## src/rtl/traffic_phase_scheduler.sv

```systemverilog
`default_nettype none
// ============================================================================
//  Module   : traffic_phase_scheduler
//  Purpose  : Two-road intersection phase sequencer. Steps G1 -> Y1 -> G2 ->
//             Y2 (optionally with all-red clearance after each yellow) on a
//             1 Hz tick enable, accepts new green/yellow durations through a
//             valid/ack shadow register applied at each G1 entry, and
//             shortens the active green when a pedestrian request is pending.
//  Option   : `define TRAFFIC_ALL_RED_CLEAR_EN inserts AR1/AR2 phases
//             (both roads red for AR_TIME ticks) after each yellow.
//  Ports    : clk        - system clock
//             rst        - asynchronous, active-low reset
//             tick       - one-clk-wide 1 Hz timing enable
//             hold       - freeze timer and phase while high
//             cfg_valid  - new durations present on cfg_g / cfg_y
//             cfg_g/y    - requested green / yellow durations (ticks)
//             cfg_ack    - one-cycle pulse: cfg values captured
//             ped_req    - bit i requests a stop of road i+1
//             ped_pend   - latched, not yet served pedestrian requests
//             T1, T2     - road lamps {R,Y,G}, one-hot, active high
//             remain     - ticks left in the current phase
//             phase      - state encoding G1=0 Y1=1 G2=2 Y2=3 AR1=4 AR2=5
//  Revision : 1.0 - initial release
// ============================================================================
module traffic_phase_scheduler #(
    parameter int W         = 4,
    parameter int G_RST     = 5,
    parameter int Y_RST     = 1,
    parameter int MIN_GREEN = 2,
    parameter int AR_TIME   = 1
) (
    input  logic         clk,
    input  logic         rst,
    input  logic         tick,
    input  logic         hold,
    input  logic         cfg_valid,
    input  logic [W-1:0] cfg_g,
    input  logic [W-1:0] cfg_y,
    output logic         cfg_ack,
    input  logic [1:0]   ped_req,
    output logic [1:0]   ped_pend,
    output logic [2:0]   T1,
    output logic [2:0]   T2,
    output logic [W-1:0] remain,
    output logic [2:0]   phase
);

    localparam logic [2:0] c_G1  = 3'd0;
    localparam logic [2:0] c_Y1  = 3'd1;
    localparam logic [2:0] c_G2  = 3'd2;
    localparam logic [2:0] c_Y2  = 3'd3;
    localparam logic [2:0] c_AR1 = 3'd4;
    localparam logic [2:0] c_AR2 = 3'd5;

    localparam logic [W-1:0] c_G_RST = W'(G_RST);
    localparam logic [W-1:0] c_Y_RST = W'(Y_RST);
    localparam logic [W-1:0] c_MIN   = W'(MIN_GREEN);
    localparam logic [W-1:0] c_AR    = W'(AR_TIME);
    localparam logic [W-1:0] c_ONE   = W'(1);

    // A zero duration would make the phase vanish; run it for one tick instead.
    function automatic logic [W-1:0] clamp_dur(input logic [W-1:0] d);
        return (d == '0) ? c_ONE : d;
    endfunction

    function automatic logic [2:0] next_phase(input logic [2:0] s);
        case (s)
            c_G1:    return c_Y1;
`ifdef TRAFFIC_ALL_RED_CLEAR_EN
            c_Y1:    return c_AR1;
            c_Y2:    return c_AR2;
`else
            c_Y1:    return c_G2;
            c_Y2:    return c_G1;
`endif
            c_AR1:   return c_G2;
            c_G2:    return c_Y2;
            c_AR2:   return c_G1;
            default: return c_G1;
        endcase
    endfunction

    // {T1, T2}
    function automatic logic [5:0] lamps_of(input logic [2:0] s);
        case (s)
            c_G1:    return 6'b001_100;
            c_Y1:    return 6'b010_100;
            c_G2:    return 6'b100_001;
            c_Y2:    return 6'b100_010;
            default: return 6'b100_100;
        endcase
    endfunction

    logic [2:0]   state_q,  state_d;
    logic [W-1:0] timer_q,  timer_d;
    logic [W-1:0] g_q,      g_d;
    logic [W-1:0] y_q,      y_d;
    logic [W-1:0] sh_g_q,   sh_g_d;
    logic [W-1:0] sh_y_q,   sh_y_d;
    logic         sh_full_q, sh_full_d;
    logic [1:0]   ped_q,    ped_d;
    logic [5:0]   lamps_q,  lamps_d;
    logic         ack_q;

    logic         w_run;
    logic         w_adv;
    logic         w_enter_g1;
    logic         w_trunc;
    logic [2:0]   w_nxt;
    logic [1:0]   w_ped;
    logic [1:0]   w_clr;

    always_comb begin
        w_run      = tick & ~hold;
        w_adv      = w_run & (timer_q == c_ONE);
        w_nxt      = next_phase(state_q);
        w_enter_g1 = w_adv & (w_nxt == c_G1);
        // Same-cycle requests count, so truncation lands one cycle after the
        // request pulse rather than two.
        w_ped      = ped_q | ped_req;
        w_trunc    = ~hold & (timer_q > c_MIN) &
                     (((state_q == c_G1) & w_ped[0]) |
                      ((state_q == c_G2) & w_ped[1]));

        state_d = w_adv ? w_nxt : state_q;

        // Shadow becomes active only at G1 entry; g_d is then used for the
        // very G1 load below.
        g_d = g_q;
        y_d = y_q;
        if (w_enter_g1 && sh_full_q) begin
            g_d = sh_g_q;
            y_d = sh_y_q;
        end

        // A capture on the G1-entry edge refills the shadow after the copy.
        sh_g_d    = sh_g_q;
        sh_y_d    = sh_y_q;
        sh_full_d = sh_full_q;
        if (cfg_valid) begin
            sh_g_d    = cfg_g;
            sh_y_d    = cfg_y;
            sh_full_d = 1'b1;
        end else if (w_enter_g1) begin
            sh_full_d = 1'b0;
        end

        timer_d = timer_q;
        if (w_adv) begin
            case (w_nxt)
                c_G1, c_G2: timer_d = clamp_dur(g_d);
                c_Y1, c_Y2: timer_d = clamp_dur(y_d);
                default:    timer_d = clamp_dur(c_AR);
            endcase
        end else if (w_trunc) begin
            timer_d = c_MIN;
        end else if (w_run) begin
            timer_d = timer_q - c_ONE;
        end

        w_clr[0] = w_adv & (w_nxt == c_Y1);
        w_clr[1] = w_adv & (w_nxt == c_Y2);
        ped_d    = (ped_q & ~w_clr) | ped_req;

        lamps_d  = lamps_of(state_d);
    end

    always_ff @(posedge clk or negedge rst) begin
        if (!rst) begin
            state_q   <= c_G1;
            timer_q   <= clamp_dur(c_G_RST);
            g_q       <= c_G_RST;
            y_q       <= c_Y_RST;
            sh_g_q    <= '0;
            sh_y_q    <= '0;
            sh_full_q <= 1'b0;
            ped_q     <= 2'b00;
            lamps_q   <= 6'b001_100;
            ack_q     <= 1'b0;
        end else begin
            state_q   <= state_d;
            timer_q   <= timer_d;
            g_q       <= g_d;
            y_q       <= y_d;
            sh_g_q    <= sh_g_d;
            sh_y_q    <= sh_y_d;
            sh_full_q <= sh_full_d;
            ped_q     <= ped_d;
            lamps_q   <= lamps_d;
            ack_q     <= cfg_valid;
        end
    end

    assign T1       = lamps_q[5:3];
    assign T2       = lamps_q[2:0];
    assign remain   = timer_q;
    assign phase    = state_q;
    assign ped_pend = ped_q;
    assign cfg_ack  = ack_q;

endmodule
`default_nettype wire

```

## config.mk

```make
export PLATFORM = sky130hd
export DESIGN_NAME = traffic_phase_scheduler
export DESIGN_NICKNAME = d
export VERILOG_FILES = /design/src/rtl/traffic_phase_scheduler.sv
export SDC_FILE = /design/constraint.sdc
export NUM_CORES = 1
export LEC_CHECK = 0
export CORE_ASPECT_RATIO = 1.75
export CORE_MARGIN = 5
export CORE_UTILIZATION = 30
export DETAILED_ROUTE_END_ITERATION = 8
export PLACE_DENSITY = 0.52
export SLEW_MARGIN = 10
export SYNTH_ARGS = -nofsm -noshare
export SYNTH_HDL_FRONTEND = slang
export SYNTH_SLANG_ARGS = --single-unit
```

## constraint.sdc

```tcl
create_clock -name clk -period 2.1 [get_ports clk]
set_input_delay 0.42 -clock clk [delete_from_list [all_inputs] [get_ports clk]]
set_output_delay 0.42 -clock clk [all_outputs]
set_load 0.01 [all_outputs]
```

After elaboration in Yosys (flattened, before gate mapping)
Index checks and enable logic that the tools add are counted.

cells by class
  add/sub/neg operators = 1
  order comparisons = 1
  eq/ne operators = 10
  mux-type cells = 13
  bitwise operators = 15
  reduce and logical (&&, ||, !) cells = 11

operators by type and width
  cell                   number
  $mux W4                7
  $pmux W6 S4            1
  $eq A3 B2 Y1 const B   5
  $and A1 B1 Y1          9
  $eq A3 B1 Y1 const B   3
  $logic_not A3 Y1       3
  $logic_not A4 Y1       2
  $pmux W4 S2            1
  $pmux W2 S3            1
  $reduce_or A2 Y1       3
  $eq A4 B1 Y1 const B   1
  $gt A4 B2 Y1 const B   1
  $or A2 B2 Y2           2
  $sub A4 B1 Y4 const B  1
  $eq A3 B3 Y1 const B   1
  $mux W3                1
  $reduce_bool A3 Y1     1
  $and A2 B2 Y2          1
  $mux W1                2
  $not A2 Y2             1
  $reduce_bool A2 Y1     1
  $logic_and A1 B1 Y1    1
  $not A1 Y1             1
  $or A1 B1 Y1           1

storage, ports and cells
  flip-flop bits (word level) = 33
  input port bits = 15
  output and inout port bits = 16
  logic and storage cells = 61

Logic depth before layout (Yosys ltp)
  depth in word-level cells = 11
  mapped depth = 8
  mapped depth without buffers = 8

Worst setup path after synthesis
OpenSTA, ideal clock, no wires.

  kind = register to register
  from = register timer_q[0], in the netlist remain[0]
  to = register timer_q[0], in the netlist remain[0]
  library setup time = 83 ps
  arrival time = 1,930 ps
  data required time = 2,017 ps
  setup slack = 87 ps
  stages on the path, launching flop included = 8
  buffers on the path = 0
  clock period less this slack = 2,013 ps
  cell sequence = dfstp_2 inv_1 ha_1 nor2b_1 o31ai_2 or2_2 a221o_1 a221o_1

on the way
  cells in the longest elaborated chain, start to end = 9
  elaborated cells on any way between the ends = 19
  classes of those cells = add/sub: 1; order compare: 1; eq/ne: 1; mux: 8; bitwise: 4; reduce/logical: 4

RTL lines
  element                 RTL line  text
  from (decl)             95        logic [W-1:0] timer_q, timer_d;
  from (signal assigned)  171       timer_q <= clamp_dur(c_G_RST);
  from (signal assigned)  182       timer_q <= timer_d;
  $eq A4 B1 Y1            115       w_adv = w_run & (timer_q == c_ONE);
  $and A1 B1 Y1           115
  $and A1 B1 Y1           117       w_enter_g1 = w_adv & (w_nxt == c_G1);
  $logic_and A1 B1 Y1     131       if (w_enter_g1 && sh_full_q) begin
  $mux W4                 131
  $logic_not A4 Y1        63        return (d == '0) ? c_ONE : d;
  $mux W4                 63
  $pmux W4 S2             150       case (w_nxt)
  $mux W4                 149       if (w_adv) begin

Parallel ways exist; a longest one is shown, timed or not. The select of a mux whose other input is x is not followed.
A chain may end at the register's enable or synchronous reset.

Worst setup path after layout
Same ends and word-level chain as after synthesis.

==> impl_metrics.env <==
export IMPL_cts_buffer_depth=2
export IMPL_grt_usage_pct=12.1
export IMPL_r2r_end="remain[0]"
export IMPL_final_setup_tns_ns=0
export IMPL_cpMostUsedCell="a221o_1"
export IMPL_yosysWarnings=0
export IMPL_ys_top_cells_by_count="dfrtp_1, nand2_1, a21oi_1, mux2_2"
export IMPL_place_hpwl_um=3100
export IMPL_wl_um=3870
export IMPL_worst_setup_path_start_kind="flop"
export IMPL_hold_path_class="reg -> reg"
export IMPL_crit_fanout=4
export IMPL_chipWidth_um=66.1
export IMPL_drtIter0Drc=48
export IMPL_antenna_found_initial=0
export IMPL_crit_buf_inv=1
export IMPL_synth_edff_count=0
export IMPL_std_cell_rows=35
export IMPL_ys_seq_area_share_pct=50.5
export IMPL_synthTopCellsByArea="dfrtp_1, dfstp_2, mux2_2, mux2_1, a21oi_1"
export IMPL_outcome="finished, final reports clean"
export IMPL_clock_latency_ns=0.28
export IMPL_htreeDepth=2
export IMPL_grt_pass1_wl_um=6600
export IMPL_fin_hold_ws_ns=0.478
export IMPL_hold_viol_final=0
export IMPL_finalMaxSlewViolations=0
export IMPL_crit_cells=7
export IMPL_num_fill_cells=510
export IMPL_clkSinkCount=33
export IMPL_post_drt_wl_per_cell_um=14.4
export IMPL_gp_congestion=0.870
export IMPL_drive_above_1_share_pct=25.3
export IMPL_critPathLaunch="remain[0]"
export IMPL_final_antenna_net_count=0
export IMPL_drc=0
export IMPL_finalClockSkew_ns=0.00615
export IMPL_nNetsFinal=211
export IMPL_cp_top_family="compound AO/OA/AOI/OAI gates"
export IMPL_worst_pin_slew_ns=0.418
export IMPL_grt_pass1_vias=1422
export IMPL_fmaxAchievable_ghz=0.493
export IMPL_portBuffers=30
export IMPL_cp_slowest_cell="dfstp_2"
export IMPL_ys_flop_type="dfrtp_1"
export IMPL_synth_seq_cells=33
export IMPL_critPathCaptureType="flop"
export IMPL_synthCells=145
export IMPL_yosysUniqueCellTypes=43
export IMPL_required_ns=2.30
export IMPL_cts_buffers=5
export IMPL_p_leak_uw=0.000959
export IMPL_cp_endpoint="remain[0]"
export IMPL_cp_cell_sequence="inv_1 -> ha_1 -> nor2b_1 -> o31ai_2 -> or2_4 -> a221o_1 -> a221o_1"
export IMPL_cts_tree="done"
export IMPL_clkTransAtPathRegs_ns=0.07
export IMPL_die_height_um=108
export IMPL_maxCapViolCount=0
export IMPL_rsz0062_at_grt="no"
export IMPL_vias_per_cell=4.78
export IMPL_via_count=1282
export IMPL_finalSetupViolations=0
export IMPL_core_area_um2=5300
export IMPL_worstPathArrival_ns=2.23
export IMPL_timing_rr_start="remain[0]"
export IMPL_area_delta_synth_final_pct=34.2
export IMPL_syn_cell_area_um2=1650
export IMPL_reg2reg_slack_ns=0.07
export IMPL_diodes=0
export IMPL_grt_remaining_overflow=0
export IMPL_die_area_um2=7150
export IMPL_synth_top_area_cell="dfrtp_1"
export IMPL_powerDensity_nw_per_um2=1110
export IMPL_boundaryPins=31
export IMPL_critPathMaxStageDelay_ns=0.56
export IMPL_path_class="reg -> reg"
export IMPL_cts_root_buffer="clkbuf_8"
export IMPL_layout_worst_path_cycle_share_pct=96.5
export IMPL_synth_async_reset_ratio_pct=100
export IMPL_yosysTopAreaCellShare_pct=39.4
export IMPL_start_util_pct=31.2
export IMPL_syn_area_per_cell_um2=11.4
export IMPL_max_slew_margin_pct=72.1
export IMPL_ir_drop_mv=0.603
export IMPL_rr_worst_depth=7
export IMPL_cts_setup_buffers=0
export IMPL_drt_first_pass_iters=4
export IMPL_grt_max_degree=34
export IMPL_period_needed_ns=2.03
export IMPL_synth_nets=163
export IMPL_yosysMostFrequentCell="dfrtp_1"
-- worst min path at each step --
stage	from	end	slack, ns	depth (start not counted)
floorplan	rst	cfg_ack	0.12	0
global placement	sh_y_q[0]	y_q[0]	0.48	1
detailed placement	sh_y_q[0]	y_q[0]	0.47	1
CTS	sh_y_q[0]	y_q[0]	0.49	1
global route	sh_y_q[0]	y_q[0]	0.51	1
finish	sh_y_q[0]	y_q[0]	0.48	1
-- per-stage QoR --
stage          total power, uW  util [%]  worst slack, ns  instances  instance area (um2)
3_5_place_dp              2020      40.3          -0.0635        260                 2130
3_3_place_gp              1980      40.3          -0.0207        260                 2130
4_1_cts                   2490      41.8          0.00110        268                 2210
5_1_grt                   2630      41.8          0.00845        268                 2220
6_report                  2460      41.8           0.0730        268                 2220
2_1_floorplan             1560         -           0.0869        145                 1650
-- flip-flops by register name, indices dropped and copies added (netlist names) --
name,flops
sh_y_q,4
ped_pend,2
remain,4
y_q,4
g_q,4
phase,3
lamps_q,6
cfg_ack,1
sh_g_q,4
sh_full_q,1
-- repair_timing --
action	CTS	global route
setup endpoints to repair	0	1
hold endpoints to repair	0	0
gates resized for setup	0	1
hold buffers	0	0
-- per-layer routing --
layer	vias to the layer above	global-route usage, %	routed length [um]
met1	639	11.7	1370
met3	5	3.01	125
met2	26	23.2	2300
li1	612	-	-
met5	-	0	0
met4	0	5.23	76
-- final cells by class --
| cell class | instances | area [um2] | share of cell area, % |
|---|---|---|---|
| well taps | 74 | 92.6 | 4.18 |
| repair buffers | 47 | 428 | 19.3 |
| flip-flops and latches | 33 | 835 | 37.6 |
| inverters | 9 | 33.8 | 1.52 |
| clock buffers | 8 | 80.1 | 3.61 |
| multi-input cells | 97 | 748 | 33.7 |
-- report_power, final --
part | total, uW | switching, uW | internal [uW]
clock network | 451 | 216 | 235
registers | 968 | 143 | 825
logic | 1040 | 486 | 553
total | 2460 | 844 | 1610
-- worst register-to-register path, cell delays in order (launching register included) --
cell and delay [ns]:
dfstp_2 0.56, inv_1 0.07, ha_1 0.19, nor2b_1 0.14, o31ai_2 0.09, or2_4 0.24
a221o_1 0.30, a221o_1 0.35
-- cells by family after synthesis --
logic type / after synthesis / synth area share [%]
buffers and inverters: 15 / 4.32
DFF: 33 / 50.5
and+or+nand+nor: 42 / 15.2
AOI/OAI and AO/OA: 31 / 13.4
muxes: 20 / 13.4
adders and majority gates: 4 / 3.11
-- layout by cell type, fill, tap and decap left out, types with 2 or more instances in the layout --
| cell | Yosys | routed |
|---|---|---|
| a21o_1 | 2 | 2 |
| a21oi_1 | 9 | 9 |
| a221o_1 | 2 | 2 |
| and2b_1 | 3 | 3 |
| buf_4 | 2 | 17 |
| clkbuf_1 | 3 | 3 |
| clkbuf_8 | 0 | 5 |
| clkdlybuf4s50_1 | 0 | 30 |
| dfrtp_1 | 26 | 26 |
| dfstp_2 | 7 | 7 |
| ha_1 | 3 | 3 |
| inv_1 | 8 | 8 |
| mux2_1 | 8 | 8 |
| mux2_2 | 9 | 9 |
| mux2i_1 | 3 | 3 |
| nand2_1 | 12 | 12 |
| nand2b_1 | 2 | 2 |
| nor2_1 | 5 | 5 |
| nor2b_1 | 3 | 3 |
| nor3_1 | 4 | 4 |
| o21a_1 | 2 | 2 |
| o21ai_0 | 3 | 3 |
| o221ai_1 | 3 | 3 |
| o22ai_1 | 2 | 2 |
| o31ai_2 | 2 | 2 |
| or3_1 | 3 | 3 |
(Power assumes the default switching activity.)
